### src/rtl/exe_mem_pipe_stage.sv
// -----------------------------------------------------------------------------
// exe_mem_pipe_stage
//
// EXE-to-MEM pipeline register with a valid/ready handshake and a two-entry
// skid buffer. It lets the memory stage stall without a combinational ready
// path back into execute. It also counts the cycles in which a beat is held
// because downstream is not ready.
//
// Ports
//   clk, rst         rising-edge clock, synchronous active-high reset
//   flush            squash held and incoming beats this cycle
//   in_valid/ready   upstream handshake (in_ready comes straight from a flop)
//   ctrlIn .. writeDataIn    incoming beat fields
//   out_valid/ready  downstream handshake for the main entry
//   ctrlOut .. writeDataOut  main entry fields (ctrlOut is gated by out_valid)
//   stall_cnt        saturating count of cycles with out_valid & !out_ready
// -----------------------------------------------------------------------------
module exe_mem_pipe_stage #(
    parameter int CTRL_W      = 3,
    parameter int REG_W       = 5,
    parameter int DATA_W      = 32,
    parameter int STALL_CNT_W = 16
) (
    input  logic                   clk,
    input  logic                   rst,
    input  logic                   flush,
    input  logic                   in_valid,
    output logic                   in_ready,
    input  logic [CTRL_W-1:0]      ctrlIn,
    input  logic [REG_W-1:0]       destRegIn,
    input  logic [REG_W-1:0]       RdIn,
    input  logic [DATA_W-1:0]      ALUResIn,
    input  logic [DATA_W-1:0]      writeDataIn,
    output logic                   out_valid,
    input  logic                   out_ready,
    output logic [CTRL_W-1:0]      ctrlOut,
    output logic [REG_W-1:0]       destRegOut,
    output logic [REG_W-1:0]       RdOut,
    output logic [DATA_W-1:0]      ALUResOut,
    output logic [DATA_W-1:0]      writeDataOut,
    output logic [STALL_CNT_W-1:0] stall_cnt
);

    // One beat packed as {ctrl, destReg, Rd, ALURes, writeData}, ctrl at the top.
    localparam int ENTRY_W = CTRL_W + 2*REG_W + 2*DATA_W;
    localparam int WD_LSB  = 0;
    localparam int ALU_LSB = WD_LSB + DATA_W;
    localparam int RD_LSB  = ALU_LSB + DATA_W;
    localparam int DST_LSB = RD_LSB + REG_W;
    localparam int CTL_LSB = DST_LSB + REG_W;

    // State encoding is {skid_valid, main_valid}, so each bit is a valid flag.
    typedef enum logic [1:0] {
        S_EMPTY = 2'b00,
        S_ONE   = 2'b01,
        S_TWO   = 2'b11
    } state_e;

    state_e                 state_q, state_d;
    logic [ENTRY_W-1:0]     main_q, main_d;
    logic [ENTRY_W-1:0]     skid_q, skid_d;
    logic [STALL_CNT_W-1:0] stall_cnt_q, stall_cnt_d;
    logic [ENTRY_W-1:0]     in_entry;
    logic                   main_valid;
    logic                   skid_valid;

    assign in_entry   = {ctrlIn, destRegIn, RdIn, ALUResIn, writeDataIn};
    assign main_valid = state_q[0];
    assign skid_valid = state_q[1];

    // in_ready is a flop output: no path from out_ready to in_ready.
    assign in_ready = ~skid_valid;

    // ------------------------------------------------------------------
    // Next-state / datapath selection
    // ------------------------------------------------------------------
    always_comb begin
        state_d = state_q;
        main_d  = main_q;
        skid_d  = skid_q;

        unique case (state_q)
            S_EMPTY: begin
                if (in_valid) begin
                    state_d = S_ONE;
                    main_d  = in_entry;
                end
            end
            S_ONE: begin
                if (out_ready) begin
                    if (in_valid) begin
                        main_d = in_entry;          // pass-through at full rate
                    end else begin
                        state_d = S_EMPTY;
                    end
                end else if (in_valid) begin
                    state_d = S_TWO;                // park the new beat behind main
                    skid_d  = in_entry;
                end
            end
            S_TWO: begin
                // in_ready is low here, so only draining is possible.
                if (out_ready) begin
                    state_d = S_ONE;
                    main_d  = skid_q;
                end
            end
            default: begin
                state_d = S_EMPTY;
            end
        endcase

        // Flush overrides all movement; data fields just keep their old value.
        if (flush) begin
            state_d = S_EMPTY;
            main_d  = main_q;
            skid_d  = skid_q;
        end
    end

    // Saturating back-pressure counter; flush does not clear it.
    always_comb begin
        stall_cnt_d = stall_cnt_q;
        if (main_valid && !out_ready && (stall_cnt_q != {STALL_CNT_W{1'b1}})) begin
            stall_cnt_d = stall_cnt_q + STALL_CNT_W'(1);
        end
    end

    // ------------------------------------------------------------------
    // Registers
    // ------------------------------------------------------------------
    always_ff @(posedge clk) begin
        if (rst) begin
            state_q     <= S_EMPTY;
            main_q      <= '0;
            skid_q      <= '0;
            stall_cnt_q <= '0;
        end else begin
            state_q     <= state_d;
            main_q      <= main_d;
            skid_q      <= skid_d;
            stall_cnt_q <= stall_cnt_d;
        end
    end

    // ------------------------------------------------------------------
    // Outputs
    // ------------------------------------------------------------------
    assign out_valid    = main_valid;
    assign destRegOut   = main_q[DST_LSB +: REG_W];
    assign RdOut        = main_q[RD_LSB  +: REG_W];
    assign ALUResOut    = main_q[ALU_LSB +: DATA_W];
    assign writeDataOut = main_q[WD_LSB  +: DATA_W];
    assign stall_cnt    = stall_cnt_q;

    // A bubble never leaks stale control bits downstream.
    for (genvar gi = 0; gi < CTRL_W; gi++) begin : g_ctrl_gate
        assign ctrlOut[gi] = main_q[CTL_LSB + gi] & main_valid;
    end

endmodule
### config.mk
export PLATFORM = sky130hd
export DESIGN_NAME = exe_mem_pipe_stage
export DESIGN_NICKNAME = d
export VERILOG_FILES = /design/src/rtl/exe_mem_pipe_stage.sv
export SDC_FILE = /design/constraint.sdc
export NUM_CORES = 1
export LEC_CHECK = 0
export CORE_AREA = 3 3 129 131
export CTS_BUF_LIST = sky130_fd_sc_hd__clkbuf_2 sky130_fd_sc_hd__clkbuf_4 sky130_fd_sc_hd__clkbuf_8
export CTS_CLUSTER_DIAMETER = 60
export DETAILED_ROUTE_END_ITERATION = 16
export DIE_AREA = 0 0 132 134
export PLACE_DENSITY = 0.78
export SYNTH_ARGS = -nofsm -noshare
export SYNTH_HDL_FRONTEND = slang
export SYNTH_SLANG_ARGS = --single-unit
### constraint.sdc
create_clock -name clk -period 2.1 [get_ports clk]
set_input_delay 0.42 -clock clk [delete_from_list [all_inputs] [get_ports clk]]
set_output_delay 0.42 -clock clk [all_outputs]
set_load 0.005 [all_outputs]
==> results_dict.tcl, run 1 <==
set metrics [dict create \
    outcome "finished, final reports clean" \
    cts-root-buf "clkbuf_8" \
    crit_family "buffers and inverters" \
    post_cts_buffers 0 \
    clk_pin_slew_ns 0.09 \
    synth_seq_cells 172 \
    synth_top_area_share_pct 44.61 \
    syn_avg_cell_area_um2 8.801 \
    dieArea_um2 17690 \
    met3_length_mm 1.024 \
    tightest_slew_ns 0.4036 \
    grt_max_degree 86 \
    crit_path_end_kind "output pin" \
    clockBufferDepth 2 \
    diodes 0 \
    htreeDepth 4 \
    min_period_ns 1.968 \
    rsz0062_at_grt "true" \
    grt_overflow 0 \
    final_common_cell "clkdlybuf4s50_1" \
    mostFrequentLayoutCells "173 x clkdlybuf4s50_1, 171 x dfxtp_1, 160 x nand2_1, 89 x a21oi_1, 87 x nor2_1" \
    drtIter0Drc 409 \
    core_um2 15710 \
    syn_inst 877 \
    syn_nets 966 \
    cap_violations 0 \
    holdWs_ns 0.3487 \
    start_kind "flop" \
    vias 6013 \
    wl_per_cell_um 14.13 \
    crit_fanout 9 \
    antenna_left 0 \
    dr.pass1.iters 5 \
    crit_slowest_cell "clkdlybuf4s50_1" \
    port_buffers 176 \
    place.gp.congestion 0.8495 \
    hold_viol 0 \
    vias_per_cell 5.096 \
    slowest_delay_ns 0.58 \
    grt_usage_pct 18.74 \
    drt-total-wl_mm 16.67 \
    yosys_warnings 0 \
    top_layer_used "met4" \
    wl_met2_mm 7.918 \
    start_util_pct 49.12 \
    finalClockSkew_ns 0.01057 \
    grt_pass1_vias 5448 \
    io-pin-count 177 \
    place_inst 1150 \
    fp.dieH_um 134 \
    drc 0 \
    p_per_area_nw_per_um2 680.8 \
    drive_above_1_share_pct 7.261 \
    met1_length_mm 7.649 \
    max_clock_freq_mhz 508.1 \
    synthTopCellsByArea "dfxtp_1 45%, mux2i_1 10%, nand2_1 7.8%, a211oi_1 7.5%, buf_4 7.4%" \
    crit_arrival_ns 1.55 \
    die_width_um 132 \
    irDropWorstVdd_v 0.0003770 \
    clk_latency_ns 0.45 \
    power.total_mw 6.507 \
    yosysUniqueCellTypes 46 \
    slew_headroom_pct 72.89 \
    finalCritPeriodShare_pct 93.71 \
    fin_cells 1180 \
    cts_hold_buf 0 \
    worstPathRequired_ns 1.68 \
    syn_area_um2 7719 \
    dp.final_hpwl_mm 11.00 \
    fillerInstances 1405 \
    antenna_found_initial 0 \
    rows 46 \
    area_delta_synth_final_pct 23.83 \
    cts_buffers 17 \
    path_buf_inv 1 \
    yosys.area.top_type "dfxtp_1" \
    power_leakage_nw 3.146 \
    nets 1041 \
    hp-class "input pin to flop" \
    setup_viol 0 \
    maxSlewViolCount 0 \
    seq_area_frac_synth_pct 44.61 \
    path_class "flop to output pin" \
    grt_pass1_wl_mm 27.21 \
    cts_tree "done" \
    clock_sinks 172 \
    crit_chain "clkdlybuf4s50_1" \
]
path summary, 6_finish.rpt:
| check | from | endpoint | slack, ns | cells after the start |
|---|---|---|---|---|
| setup / recovery | stall_cnt[7] | stall_cnt[7] | 0.13 | 1 |
| hold / removal | rst | state_q[0] | 0.35 | 3 |
| setup reg to reg | state_q[0] | main_q[73] | 0.19 | 7 |
| hold reg to reg | skid_q[68] | skid_q[68] | 0.46 | 2 |
metrics by stage:
step	utilization (%)	worst slack [ns]	setup TNS, ns	cell area [um2]
floorplan	-	0.2700	0	7719
global placement	58.40	0.02170	0	9176
detailed placement	58.40	0.01854	0	9176
CTS	60.83	0.08960	0	9558
global route	60.83	-0.01060	-0.01676	9558
finish	60.83	0.1320	0	9558
registers in the layout, indices dropped and copies added, names as in the netlist:
signal	count
skid_q	77
stall_cnt	16
state_q	2
main_q	77
timing repair:
item	CTS	global route
pin swaps	0	0
resized for setup	4	0
setup endpoints to repair	3	3
layer usage:
layer	up-vias	global-route usage (%)
li1	3078	-
met1	2785	24.53
met2	145	30.39
met3	5	6.077
met4	0	4.259
met5	-	0
logic make-up (layout without fill, tap and decap cells):
logic type / Yosys count / after routing / share of synthesized area (%)
adder cells (fa/ha/maj): 7 / 7 / 1.135
flip-flops: 172 / 172 / 44.61
XOR/XNOR: 1 / 1 / 0.1135
AND/OR/NAND/NOR: 293 / 293 / 17.13
AO/OA/AOI/OAI: 181 / 181 / 14.80
multiplexers: 82 / 82 / 10.73
buffers and inverters: 141 / 228 / 11.48
synth_stat cells, drive strengths merged:
| cell | number |
|---|---|
| o31ai | 4 |
| nor4 | 2 |
| and2 | 4 |
| nand4 | 7 |
| and4 | 1 |
| a21oi | 89 |
| a211oi | 77 |
| nor4b | 1 |
| and4b | 1 |
| and3b | 1 |
| o311ai | 1 |
| nor3 | 3 |
| mux2 | 3 |
| ha | 7 |
| o21ai | 8 |
| nand2b | 4 |
| nor4bb | 1 |
| dfxtp | 172 |
| a2111o | 1 |
| o221a | 1 |
| or4 | 5 |
| nand2 | 160 |
| nor2b | 3 |
| or3 | 4 |
| mux2i | 79 |
| nor2 | 87 |
| clkbuf | 34 |
| nor3b | 1 |
| and3 | 1 |
| or2 | 2 |
| xor2 | 1 |
| nand3 | 4 |
| or3b | 1 |
| inv | 5 |
| buf | 102 |
report_power, final:
group | total (mW) | internal, mW | leakage (nW) | switching, mW
clock | 2.29 | 1.09 | 0.199 | 1.20
sequential | 3.45 | 3.38 | 1.40 | 0.0679
combinational | 0.768 | 0.448 | 1.55 | 0.320
layout make-up:
cell class | instances | area (um2) | share of cell area (%)
clock inverter | 13 | 140.1 | 1.466
timing repair buffer | 192 | 2014 | 21.08
sequential | 172 | 3447 | 36.06
clock buffer | 18 | 247.7 | 2.592
inverter | 5 | 18.77 | 0.1964
multi-input combinational | 564 | 3420 | 35.78
tap | 216 | 270.3 | 2.828
tightest hold or removal path, cell delays in order:
cell     delay, ns
buf_4         0.17
or2_2         0.14
a21oi_1       0.04
(Power assumes the default switching activity.)
==> run 2: changes to the inputs <==
Settings changed: RECOVER_POWER set to 50.
==> results_dict.tcl, run 2 (synthesis results as in run 1) <==
set metrics [dict create \
    outcome "finished, final reports clean" \
    nets 1041 \
    p_sw_share_pct 24.47 \
    vias 6011 \
    tightest_slew_ns 0.6709 \
    finalClockSkew_ns 0.01045 \
    htreeDepth 4 \
    min_period_ns 1.972 \
    path_class "flop to output pin" \
    grt_overflow 0 \
    power_switching_mw 1.588 \
    dieArea_um2 17690 \
    slew_headroom_pct 54.93 \
    cts-root-buf "clkbuf_8" \
    cts_tree "done" \
    grt_pass1_wl_mm 27.21 \
    antenna_left 0 \
    dr.pass1.iters 4 \
    worstPathRequired_ns 1.68 \
    cts_hold_buf 0 \
    cts_buffers 17 \
    multi_input_area_um2 3381 \
    crit_family "buffers and inverters" \
    crit_path_end_kind "output pin" \
    drc 0 \
    clk_pin_slew_ns 0.09 \
    die_width_um 132 \
    grt_usage_pct 18.74 \
    dp.final_hpwl_mm 11.00 \
    p_seq_share_pct 53.1 \
    slowest_delay_ns 0.58 \
    top_layer_used "met4" \
    grt_pass1_vias 5448 \
    fp.dieH_um 134 \
    diodes 0 \
    max_clock_freq_mhz 507.1 \
    clockBufferDepth 2 \
    maxSlewViolCount 0 \
    mostFrequentLayoutCells "171 x dfxtp_1, 160 x nand2_1, 141 x clkdlybuf4s50_1, 89 x a21oi_1, 87 x nor2_1" \
    met3_length_um 987 \
    crit_arrival_ns 1.55 \
    p_per_area_nw_per_um2 682.6 \
    clkPwrFrac_pct 35.3 \
    power_leakage_nw 3.189 \
    grt_max_degree 86 \
    post_cts_buffers 0 \
    drtIter0Drc 420 \
    area_delta_synth_final_pct 23.16 \
    port_buffers 176 \
    met1_length_mm 7.716 \
    holdWs_ns 0.3512 \
    dp_worst_setup_slack_ns 0.01854 \
    drt-total-wl_mm 16.68 \
    crit_slowest_cell "clkdlybuf4s50_1" \
    finalCritPeriodShare_pct 93.90 \
    comb_power_share_pct 11.6 \
    start_util_pct 49.12 \
    setup_ws_ns 0.1281 \
    rows 46 \
    setup_viol 0 \
    wl_met2_mm 7.876 \
    crit_fanout 9 \
    place.gp.congestion 0.8495 \
    vias_per_cell 5.094 \
    core_um2 15710 \
    start_kind "flop" \
    register_area_um2 3447 \
    antenna_found_initial 0 \
    io-pin-count 177 \
    final_common_cell "dfxtp_1" \
    crit_chain "clkdlybuf4s50_1" \
    cap_violations 0 \
    rsz0062_at_grt "true" \
    clk_latency_ns 0.45 \
    clock_sinks 172 \
    internal_power_mw 4.901 \
    hp-class "input pin to flop" \
    drive_above_1_share_pct 6.950 \
    hold_viol 0 \
    fillerInstances 1413 \
    path_buf_inv 1 \
    irDropWorstVdd_v 0.0003770 \
    wl_per_cell_um 14.14 \
]
-- run 2: per-stage QoR --
step,power (mW),utilization (%),instance area [um2],setup TNS [ns],instances
floorplan,3.957,-,7719,0,877
global placement,4.289,58.40,9176,0,1150
detailed placement,4.302,58.40,9176,0,1150
CTS,6.591,60.83,9558,0,1180
global route,6.784,60.50,9507,-0.01676,1180
finish,6.489,60.50,9507,0,1180
-- run 2: power groups by stage --
stage | sequential, mW | clock (mW) | combinational, mW
6_report | 3.45 | 2.29 | 0.752
5_1_grt | 3.46 | 2.50 | 0.826
4_1_cts | 3.45 | 2.36 | 0.778
3_5_place_dp | 3.52 | 0 | 0.780
3_3_place_gp | 3.52 | 0 | 0.768
2_1_floorplan | 3.50 | 0 | 0.453
-- run 2: final timing paths --
path,start,to,slack (ns),depth (start not counted)
max reg2reg,state_q[1],skid_q[9],0.17,7
min,rst,state_q[0],0.35,3
min reg2reg,skid_q[32],skid_q[32],0.46,2
max,stall_cnt[7],stall_cnt[7],0.13,1
-- run 2: repair_timing --
item / in CTS / in global routing
cloned: 0 / 0
pin swaps: 0 / 0
gates resized for setup: 4 / 0
setup endpoints to repair: 3 / 3
endpoints found under the hold margin: 0 / 0
-- run 2: per-layer routing --
| layer | up-vias | global-route usage [%] |
|---|---|---|
| met4 | 0 | 4.259 |
| met2 | 143 | 30.39 |
| met3 | 6 | 6.077 |
| li1 | 3085 | - |
| met1 | 2777 | 24.53 |
| met5 | - | 0 |
-- run 2: layout make-up --
type                            instances  area share (%)
Sequential cell                       172           36.26
Timing Repair Buffer                  192           21.06
Tap cell                              216           2.843
Clock inverter                         13           1.474
Multi-Input combinational cell        564           35.56
Clock buffer                           18           2.606
Inverter                                5          0.1974
==> run 3: changes to the inputs <==
Settings changed: CORE_AREA 3 3 129 131 to 3 3 122 124, DIE_AREA 0 0 132 134 to 0 0 125 127, PLACE_DENSITY 0.78 to 0.87, SLEW_MARGIN set to 20.
Clock period 2.1 ns to 2.4 ns, I/O delays scaled along.
==> results_dict.tcl, run 3 (synthesis results as in run 1) <==
set metrics [dict create \
    worst_r2r_path_depth 7 \
    grt_pass1_vias 5819 \
    rows 43 \
    crit_fanout 7 \
    clk_pin_slew_ns 0.09 \
    worstSetupStartpoint "state_q[0]" \
    crit_chain "buf_4 > and2_1 > clkdlybuf4s50_1" \
    path_depth 3 \
    clock_sinks 172 \
    grt_overflow 0 \
    crit_path_end_kind "output pin" \
    drtIter0Drc 395 \
    dr.pass1.iters 5 \
    worstPathRequired_ns 1.92 \
    grt_max_degree 89 \
    p_seq_share_pct 49.1 \
    antenna_left 0 \
    start_kind "flop" \
    wl_per_cell_um 15.31 \
    core_um2 13880 \
    setup_tns_ns 0 \
    rr_endpoint "skid_q[17]" \
    cts_tree "done" \
    dp.final_hpwl_mm 11.23 \
    start_util_pct 55.61 \
    cts_hold_buf 0 \
    grt_usage_pct 21.68 \
    crit_arrival_ns 1.76 \
    rsz0062_at_grt "false" \
    power_switching_mw 1.449 \
    finalCritPeriodShare_pct 93.16 \
    reg2reg_from "state_q[1]" \
    cts_resized 0 \
    finalClockSkew_ns 0.009978 \
    hp-class "input pin to flop" \
    area_delta_synth_final_pct 22.81 \
    maxSlewViolCount 0 \
    min_period_ns 2.236 \
    htreeDepth 4 \
    clockBufferDepth 2 \
    nets 1037 \
    outcome "finished, final reports clean" \
    clk_latency_ns 0.46 \
    crit_family "buffers and inverters" \
    holdPathStages 2 \
    fp.dieH_um 127 \
    mostFrequentLayoutCells "172 x dfxtp_1, 160 x nand2_1, 125 x clkdlybuf4s50_1, 89 x a21oi_1, 87 x nor2_1" \
    tightest_slew_ns 0.8796 \
    final_common_cell "dfxtp_1" \
    setup.worst_path.end "ctrlOut[2]" \
    antenna_found_initial 0 \
    clkPwrFrac_pct 40.2 \
    comb_power_share_pct 10.6 \
    power_leakage_nw 3.221 \
    port_buffers 176 \
    regToRegSetupSlack_ns 0.26 \
    drc 0 \
    die_width_um 125 \
    internal_power_mw 4.687 \
    max_clock_freq_mhz 447.3 \
    drt-total-wl_mm 17.47 \
    dieArea_um2 15880 \
    path_class "flop to output pin" \
    grt_pass1_wl_mm 28.55 \
    irDropWorstVdd_v 0.0004022 \
    slew_headroom_pct 40.61 \
    p_per_area_nw_per_um2 647.3 \
    holdWs_ns 0.3195 \
    drive_above_1_share_pct 6.243 \
    vias_per_cell 5.461 \
    cap_violations 0 \
    setup_viol 0 \
    place.gp.congestion 0.7988 \
    crit_slowest_cell "clkdlybuf4s50_1" \
    path_buf_inv 2 \
    cts-root-buf "clkbuf_8" \
    slowest_delay_ns 0.54 \
    hold_viol 0 \
    diodes 0 \
    p_sw_share_pct 23.61 \
    post_cts_buffers 0 \
    cts_buffers 17 \
    io-pin-count 177 \
    vias 6231 \
]
==> run 3: worst register-to-register path: stages (launching register included) <==
cell,delay [ns]
dfxtp_1,0.45
inv_1,0.14
ha_1,0.25
nand2b_4,0.11
or3b_4,0.12
buf_2,0.65
nand2_1,0.17
a21oi_1,0.18
==> run 3: how the worst min path moves through the flow <==
stage               startpoint    endpoint  slack [ns]
floorplan           skid_q[75]  skid_q[75]        0.43
global placement    skid_q[13]  skid_q[13]        0.44
detailed placement  skid_q[32]  skid_q[32]        0.45
CTS                        rst  main_q[76]        0.29
global route               rst  main_q[76]        0.31
finish                     rst  main_q[76]        0.32
==> run 3: area by class of cell <==
class	instances	area, um2
Inverter	5	18.77
Fill cell	1094	4402
Multi-Input combinational cell	564	3369
Clock inverter	15	260.3
Tap cell	180	225.2
Timing Repair Buffer	188	1928
Clock buffer	17	234.0
Sequential cell	172	3443
==> run 3: per-stage QoR <==
step	cell area, um2	utilization [%]	setup WS [ns]	total power [mW]	instances
5_1_grt	9479	68.29	0.03437	6.385	1141
2_1_floorplan	7719	-	0.5700	3.462	877
4_1_cts	9563	68.89	0.1256	6.212	1141
3_5_place_dp	9069	65.33	0.1826	3.757	1109
3_3_place_gp	9069	65.33	0.2337	3.741	1109
6_report	9479	68.29	0.1641	6.136	1141
==> run 3: routing by layer <==
metal  track usage [%]  vias up  routed length [um]
li1                  -     3090                   -
met1             27.58     2903                7606
met2             35.78      212                8254
met3             6.480       26                1268
met4             6.696        0                 335
met5                 0        -                   0
==> run 3: power by group through the flow <==
stage | Clock [mW] | Sequential (mW) | Combinational [mW]
finish | 2.47 | 3.01 | 0.653
global route | 2.64 | 3.03 | 0.718
CTS | 2.51 | 3.02 | 0.683
detailed placement | 0 | 3.08 | 0.676
global placement | 0 | 3.08 | 0.662
floorplan | 0 | 3.07 | 0.397
